$ cat config.mk
export PLATFORM = sky130hd
export DESIGN_NAME = exc_seq_ctrl_flat
export DESIGN_NICKNAME = d
export VERILOG_FILES = /design/src/rtl/exc_seq_ctrl_if.sv /design/src/rtl/exc_seq_ctrl.sv /design/src/flat_wrapper.sv
export SDC_FILE = /design/constraint.sdc
export NUM_CORES = 1
export LEC_CHECK = 0
export ABC_CLOCK_PERIOD_IN_PS = 3200
export CAP_MARGIN = 10
export CORE_ASPECT_RATIO = 1.25
export CORE_MARGIN = 3
export CORE_UTILIZATION = 37
export CTS_BUF_LIST = sky130_fd_sc_hd__clkbuf_8
export CTS_CLUSTER_DIAMETER = 100
export DETAILED_ROUTE_END_ITERATION = 16
export GPL_ROUTABILITY_DRIVEN = 0
export PLACE_DENSITY = 0.86
export SETUP_SLACK_MARGIN = 0.15
export SLEW_MARGIN = 5
export SYNTH_ARGS = -nofsm -noshare
export SYNTH_HDL_FRONTEND = slang
export SYNTH_SLANG_ARGS = --single-unit
$ cat constraint.sdc
create_clock -name clk -period 3.2 [get_ports clk]
set_input_delay 0.64 -clock clk [delete_from_list [all_inputs] [get_ports clk]]
set_output_delay 0.64 -clock clk [all_outputs]
set_load 0.05 [all_outputs]
$ cat src/rtl/exc_seq_ctrl_if.sv
// Pipeline <-> exception sequencer bundle.
// slave = the sequencer, master = the pipeline side.
interface exc_seq_ctrl_if;
    logic [5:0]  hwint;
    logic        exc_valid;
    logic [4:0]  exc_code;
    logic [31:0] m_pc;
    logic        m_bd;
    logic        eret;
    logic        cp0_we;
    logic [4:0]  cp0_waddr;
    logic [31:0] cp0_wdata;
    logic [4:0]  cp0_raddr;
    logic [31:0] cp0_rdata;
    logic        flush;
    logic        redirect_valid;
    logic [31:0] redirect_pc;
    logic [31:0] epc;
    logic        ack_we;
    logic [31:0] ack_addr;
    logic [3:0]  ack_byteen;

    modport slave (
        input  hwint, exc_valid, exc_code, m_pc, m_bd, eret,
        input  cp0_we, cp0_waddr, cp0_wdata, cp0_raddr,
        output cp0_rdata, flush, redirect_valid, redirect_pc,
        output epc, ack_we, ack_addr, ack_byteen
    );

    modport master (
        output hwint, exc_valid, exc_code, m_pc, m_bd, eret,
        output cp0_we, cp0_waddr, cp0_wdata, cp0_raddr,
        input  cp0_rdata, flush, redirect_valid, redirect_pc,
        input  epc, ack_we, ack_addr, ack_byteen
    );
endinterface

$ cat src/rtl/exc_seq_ctrl.sv
// Exception / interrupt entry and eret sequencer with CP0 SR, Cause, EPC.
// Entry: flush x3 (entry, drain, vector), vector to 0x4180, optional int ack.
module exc_seq_ctrl (
    input  logic          clk,
    input  logic          reset,
    exc_seq_ctrl_if.slave bus
);
    localparam logic [2:0] IDLE    = 3'd0;
    localparam logic [2:0] DRAIN   = 3'd1;
    localparam logic [2:0] VECTOR  = 3'd2;
    localparam logic [2:0] HANDLER = 3'd3;
    localparam logic [2:0] RET     = 3'd4;

    localparam logic [31:0] VEC_PC   = 32'h0000_4180;
    localparam logic [31:0] ACK_ADDR = 32'h0000_7F20;
    localparam logic [4:0]  SR_A     = 5'd12;
    localparam logic [4:0]  CAUSE_A  = 5'd13;
    localparam logic [4:0]  EPC_A    = 5'd14;

    logic [2:0]  state_q, state_d;
    logic [5:0]  im_q, im_d;
    logic        exl_q, exl_d;
    logic        ie_q, ie_d;
    logic        bd_q, bd_d;
    logic [5:0]  ip_q, ip_d;
    logic [4:0]  code_q, code_d;
    logic [31:0] epc_q, epc_d;
    logic        is_int_q, is_int_d;

    logic        int_pending;
    logic        entry_idle;
    logic        reentry;
    logic [31:0] sr_val;
    logic [31:0] cause_val;
    logic        flush;
    logic        redir;
    logic [31:0] redir_pc;
    logic        ack;
    logic        unused_wdata;

    assign unused_wdata = ^{bus.cp0_wdata[31:16], bus.cp0_wdata[9:2]};

    assign int_pending = (|(bus.hwint & im_q)) & ie_q & ~exl_q;
    assign entry_idle  = reset & (state_q == IDLE)
                       & (int_pending | bus.exc_valid);
    assign reentry     = (state_q == HANDLER) & bus.exc_valid;

    assign sr_val    = {16'h0, im_q, 8'h0, exl_q, ie_q};
    assign cause_val = {bd_q, 15'h0, ip_q, 3'h0, code_q, 2'h0};
    assign ip_d      = bus.hwint;

    // Combinational mfc0 read port
    always_comb begin
        bus.cp0_rdata = 32'h0;
        if (bus.cp0_raddr == SR_A)         bus.cp0_rdata = sr_val;
        else if (bus.cp0_raddr == CAUSE_A) bus.cp0_rdata = cause_val;
        else if (bus.cp0_raddr == EPC_A)   bus.cp0_rdata = epc_q;
    end

    // Sequencer next state, CP0 updates and per-state outputs
    always_comb begin
        state_d  = state_q;
        im_d     = im_q;
        exl_d    = exl_q;
        ie_d     = ie_q;
        bd_d     = bd_q;
        code_d   = code_q;
        epc_d    = epc_q;
        is_int_d = is_int_q;
        flush    = 1'b0;
        redir    = 1'b0;
        redir_pc = 32'h0;
        ack      = 1'b0;

        if (bus.cp0_we && !entry_idle && !reentry) begin
            if (bus.cp0_waddr == SR_A) begin
                im_d  = bus.cp0_wdata[15:10];
                exl_d = bus.cp0_wdata[1];
                ie_d  = bus.cp0_wdata[0];
            end else if (bus.cp0_waddr == EPC_A) begin
                epc_d = {bus.cp0_wdata[31:2], 2'b00};
            end
        end

        unique case (state_q)
            IDLE: begin
                if (entry_idle) begin
                    flush    = 1'b1;
                    state_d  = DRAIN;
                    epc_d    = (bus.m_bd ? bus.m_pc - 32'd4 : bus.m_pc)
                             & 32'hFFFF_FFFC;
                    bd_d     = bus.m_bd;
                    exl_d    = 1'b1;
                    code_d   = int_pending ? 5'd0 : bus.exc_code;
                    is_int_d = int_pending;
                end
            end
            DRAIN: begin
                flush   = 1'b1;
                state_d = VECTOR;
            end
            VECTOR: begin
                flush    = 1'b1;
                redir    = 1'b1;
                redir_pc = VEC_PC;
                ack      = is_int_q;
                state_d  = HANDLER;
            end
            HANDLER: begin
                if (bus.exc_valid) begin
                    flush    = 1'b1;
                    code_d   = bus.exc_code;
                    is_int_d = 1'b0;
                    exl_d    = 1'b1;
                    state_d  = DRAIN;
                end else if (bus.eret) begin
                    flush   = 1'b1;
                    state_d = RET;
                end
            end
            RET: begin
                redir    = 1'b1;
                redir_pc = epc_q;
                exl_d    = 1'b0;
                state_d  = IDLE;
            end
            default: state_d = IDLE;
        endcase
    end

    assign bus.flush          = flush;
    assign bus.redirect_valid = redir;
    assign bus.redirect_pc    = redir_pc;
    assign bus.epc            = epc_q;
    assign bus.ack_we         = ack;
    assign bus.ack_addr       = ack ? ACK_ADDR : 32'h0;
    assign bus.ack_byteen     = ack ? 4'b0001 : 4'b0000;

    // State and CP0 registers, cleared asynchronously by reset
    always_ff @(posedge clk or negedge reset) begin
        if (!reset) begin
            state_q  <= IDLE;
            im_q     <= 6'h0;
            exl_q    <= 1'b0;
            ie_q     <= 1'b0;
            bd_q     <= 1'b0;
            ip_q     <= 6'h0;
            code_q   <= 5'h0;
            epc_q    <= 32'h0;
            is_int_q <= 1'b0;
        end else begin
            state_q  <= state_d;
            im_q     <= im_d;
            exl_q    <= exl_d;
            ie_q     <= ie_d;
            bd_q     <= bd_d;
            ip_q     <= ip_d;
            code_q   <= code_d;
            epc_q    <= epc_d;
            is_int_q <= is_int_d;
        end
    end
endmodule
$ cat src/flat_wrapper.sv
// flat-port wrapper written by rule: the top's interface ports become plain ports
module exc_seq_ctrl_flat 
  (clk, reset, bus_hwint, bus_exc_valid, bus_exc_code, bus_m_pc, bus_m_bd, bus_eret, bus_cp0_we, bus_cp0_waddr, bus_cp0_wdata, bus_cp0_raddr, bus_cp0_rdata, bus_flush, bus_redirect_valid, bus_redirect_pc, bus_epc, bus_ack_we, bus_ack_addr, bus_ack_byteen);
  exc_seq_ctrl_if bus_i ();
  input  logic clk;
  input  logic reset;
  input wire logic [$bits(bus_i.hwint)-1:0] bus_hwint;
  input wire logic [$bits(bus_i.exc_valid)-1:0] bus_exc_valid;
  input wire logic [$bits(bus_i.exc_code)-1:0] bus_exc_code;
  input wire logic [$bits(bus_i.m_pc)-1:0] bus_m_pc;
  input wire logic [$bits(bus_i.m_bd)-1:0] bus_m_bd;
  input wire logic [$bits(bus_i.eret)-1:0] bus_eret;
  input wire logic [$bits(bus_i.cp0_we)-1:0] bus_cp0_we;
  input wire logic [$bits(bus_i.cp0_waddr)-1:0] bus_cp0_waddr;
  input wire logic [$bits(bus_i.cp0_wdata)-1:0] bus_cp0_wdata;
  input wire logic [$bits(bus_i.cp0_raddr)-1:0] bus_cp0_raddr;
  output wire logic [$bits(bus_i.cp0_rdata)-1:0] bus_cp0_rdata;
  output wire logic [$bits(bus_i.flush)-1:0] bus_flush;
  output wire logic [$bits(bus_i.redirect_valid)-1:0] bus_redirect_valid;
  output wire logic [$bits(bus_i.redirect_pc)-1:0] bus_redirect_pc;
  output wire logic [$bits(bus_i.epc)-1:0] bus_epc;
  output wire logic [$bits(bus_i.ack_we)-1:0] bus_ack_we;
  output wire logic [$bits(bus_i.ack_addr)-1:0] bus_ack_addr;
  output wire logic [$bits(bus_i.ack_byteen)-1:0] bus_ack_byteen;
  assign bus_i.hwint = bus_hwint;
  assign bus_i.exc_valid = bus_exc_valid;
  assign bus_i.exc_code = bus_exc_code;
  assign bus_i.m_pc = bus_m_pc;
  assign bus_i.m_bd = bus_m_bd;
  assign bus_i.eret = bus_eret;
  assign bus_i.cp0_we = bus_cp0_we;
  assign bus_i.cp0_waddr = bus_cp0_waddr;
  assign bus_i.cp0_wdata = bus_cp0_wdata;
  assign bus_i.cp0_raddr = bus_cp0_raddr;
  assign bus_cp0_rdata = bus_i.cp0_rdata;
  assign bus_flush = bus_i.flush;
  assign bus_redirect_valid = bus_i.redirect_valid;
  assign bus_redirect_pc = bus_i.redirect_pc;
  assign bus_epc = bus_i.epc;
  assign bus_ack_we = bus_i.ack_we;
  assign bus_ack_addr = bus_i.ack_addr;
  assign bus_ack_byteen = bus_i.ack_byteen;
  exc_seq_ctrl u_core (.clk(clk), .reset(reset), .bus(bus_i));
endmodule
==> results.json <==
{
  "antenna_found_initial": 0,
  "period_minus_slack_ns": 2.95,
  "setup_violations": 0,
  "clkTransAtPathRegs_ns": 0.10,
  "port_buffers": 196,
  "drive_gt1_share_pct": 19.3,
  "outcome": "finished clean",
  "hold_viol_final": 0,
  "die_area_um2": 11900,
  "avgSynthCellArea_um2": 8.85,
  "vias": 4039,
  "num-nets-final": 724,
  "post-synth-top-count-cell": "dfrtp_1",
  "grt_setup_unrepaired": "false",
  "synth_edf_count": 0,
  "ys_warn_count": 0,
  "cts_buffers": 5,
  "crit_chain": "clkdlybuf4s50_1, nand3b_1, buf_4, nor3b_4, nand2_1, a21oi_1, buf_12",
  "slowest_stage": "clkdlybuf4s50_1",
  "cp_max_fo": 7,
  "grt_pass1_wl_mm": 21.8,
  "die_height_um": 121,
  "cp.required_ns": 2.56,
  "grt.total_usage_pct": 22.9,
  "grt_pass1_vias": 4111,
  "coreArea_um2": 10200,
  "syn_area_um2": 3920,
  "detailed_place_hpwl_mm": 11.0,
  "max_slew_margin_pct": 51.7,
  "cp-start-kind": "primary input",
  "cts-root-buf": "clkbuf_8",
  "dp_slack_ns": 0.213,
  "dp_cells": 753,
  "vdd_drop_max_v": 0.000483,
  "setup_slack_ns": 0.252,
  "ys.flop_type": "dfrtp_1",
  "avgViaCountPerCell": 5.30,
  "synth.distinct_cells": 47,
  "rows": 41,
  "crit_buf_inv": 3,
  "antenna_left": 0,
  "cp-end-kind": "primary output",
  "ys_seq_elements": 56,
  "die_w_um": 98.1,
  "netlist_top_cells_count": "dfrtp_1 (56), nand2_1 (42), buf_4 (36)",
  "cts.sinks": 56,
  "power.total_mw": 4.50,
  "async_reset_ff_share_pct": 100,
  "yosys-top-cells-area": "dfrtp_1 (36%), mux2_2 (8.6%), buf_4 (6.9%)",
  "io_pins": 226,
  "fin_worst_skew_ns": 0.0106,
  "report.final.slew_viol_count": 0,
  "tns_ns": 0,
  "area_growth_pct": 65.4,
  "clockBufferDepth": 2,
  "wl_per_cell_um": 18.2,
  "postRouteWirelength_mm": 13.9,
  "power_density_nw_per_um2": 695,
  "layout.cells.non_filler": 762,
  "finalCritPeriodShare_pct": 92.1,
  "antennaDiodeCount": 0,
  "start_util_pct": 38.4,
  "netlist.area_leader.share_pct": 35.8,
  "dr.pass1.iters": 4,
  "max_stage_delay_ns": 0.39,
  "clk_latency_ns": 0.31,
  "max_freq_ghz": 0.339,
  "worst-setup-path-type": "primary input to primary output",
  "worstMarginPinSlew_ns": 0.724,
  "hold_class": "primary input to asynchronous set/reset pin",
  "postCtsHoldBufs": 0,
  "grt_max_degree": 58,
  "r2r_slack_ns": 0.88,
  "power.leakage_nw": 2.99,
  "grt-ovfl-total": 0,
  "drv_cap": 0,
  "cp_top_family": "buffers and inverters",
  "synth_area_leader_cell": "dfrtp_1",
  "cts_tree": "yes",
  "cp.arrival_ns": 2.31,
  "drc": 0,
  "ys_seq_area_share_pct": 35.8,
  "drt_iter0_drc": 212,
  "postSynthCellCount": 443,
  "h-tree-depth": 2
}
## layout make-up
class                      count  area [um^2]
fill                         846         3730
clock inverter                 2         15.0
tap                          129          161
multi-input combinational    347         2280
clock buffer                   6         82.6
sequential                    56         1400
inverter                       7         26.3
timing repair buffer         215         2520
## through the flow
stage	hold WS, ns	area, um^2	utilization (%)
floorplan	0.344	4020	-
global placement	0.489	6340	62.1
detailed placement	0.493	6340	62.1
CTS	0.516	6430	63.0
global route	0.535	6480	63.5
finish	0.488	6480	63.5
## per-layer routing
metal | global-route usage (%) | vias up | share of wire [%]
met5 | 0 | - | 0
met4 | 8.31 | 0 | 2.5
met3 | 4.43 | 21 | 6.9
met2 | 40.8 | 188 | 53
met1 | 27.3 | 1959 | 38
li1 | - | 1871 | -
## state kept, by name (all words and copies together), names as in the netlist
register / count
u_core.state_q: 3
u_core.ie_q: 1
u_core.bus.epc: 32
u_core.im_q: 6
u_core.code_q: 5
u_core.is_int_q: 1
u_core.exl_q: 1
u_core.bd_q: 1
u_core.ip_q: 6
## layout by cell type, fill, tap and decap left out, types with 3 or more instances in the layout
cell type        netlist  layout
clkbuf_8               0       6
dlymetal6s2s_1         0      10
dlygate4sd2_1          0       9
buf_12                 0      42
nor4_1                 6       6
mux2_2                30      30
buf_4                 36      26
clkdlybuf4s50_1        0     127
o21ai_1                7       7
a22o_1                11      11
and2_1                20      20
conb_1                 1      27
nand2b_1               3       3
nand3_1                3       3
o21ai_0               22      21
nand2_1               42      42
a22oi_1                3       3
nand3b_1               4       4
nor2_1                29      27
nor3_2                 2       4
or3_1                  4       4
inv_1                  7       7
xnor2_1               18      18
dfrtp_1               56      56
mux2i_1               11      11
xor2_1                10      10
nand4_1                3       3
a21oi_1               22      22
and3_1                32      32
nor3_1                16      14
## what timing repair did
item | CTS | global route
gates resized for setup | 10 | 13
endpoints found under the setup margin | 18 | 33
gates cloned | 0 | 0
buffers inserted | 0 | 1
pin swaps | 0 | 1
## path summary, 6_finish.rpt
| check | endpoint | startpoint | cells past startpoint |
|---|---|---|---|
| min in group clk | u_core.code_q[4] | u_core.code_q[4] | 1 |
| setup reg to reg | u_core.bus.epc[2] | u_core.state_q[0] | 8 |
| max in group asynchronous | u_core.bus.epc[21] | reset | 2 |
| setup / recovery | bus_cp0_rdata[14] | bus_cp0_raddr[4] | 7 |
| hold / removal | u_core.bus.epc[1] | reset | 2 |
| hold reg to reg | u_core.code_q[4] | u_core.code_q[4] | 1 |
## power by group
group | switching (mW) | internal, mW
sequential | 0.285 | 0.978
clock | 0.237 | 0.176
combinational | 1.75 | 1.08
total | 2.27 | 2.23
## logic make-up (layout without fill, tap and decap cells)
kind of cell / after synthesis / count (layout) / share of synthesized area [%]
DFF: 56 / 56 / 35.8
xor gates and xnor gates: 28 / 28 / 6.26
and+or+nand+nor: 179 / 179 / 25.5
buffers and inverters: 66 / 230 / 9.83
muxes: 41 / 41 / 11.4
AOI/OAI and AO/OA: 71 / 71 / 10.8
adders and majority gates: 1 / 1 / 0.319
other: 1 / 27 / 0.0957
Power figures use the tool's default switching activity.
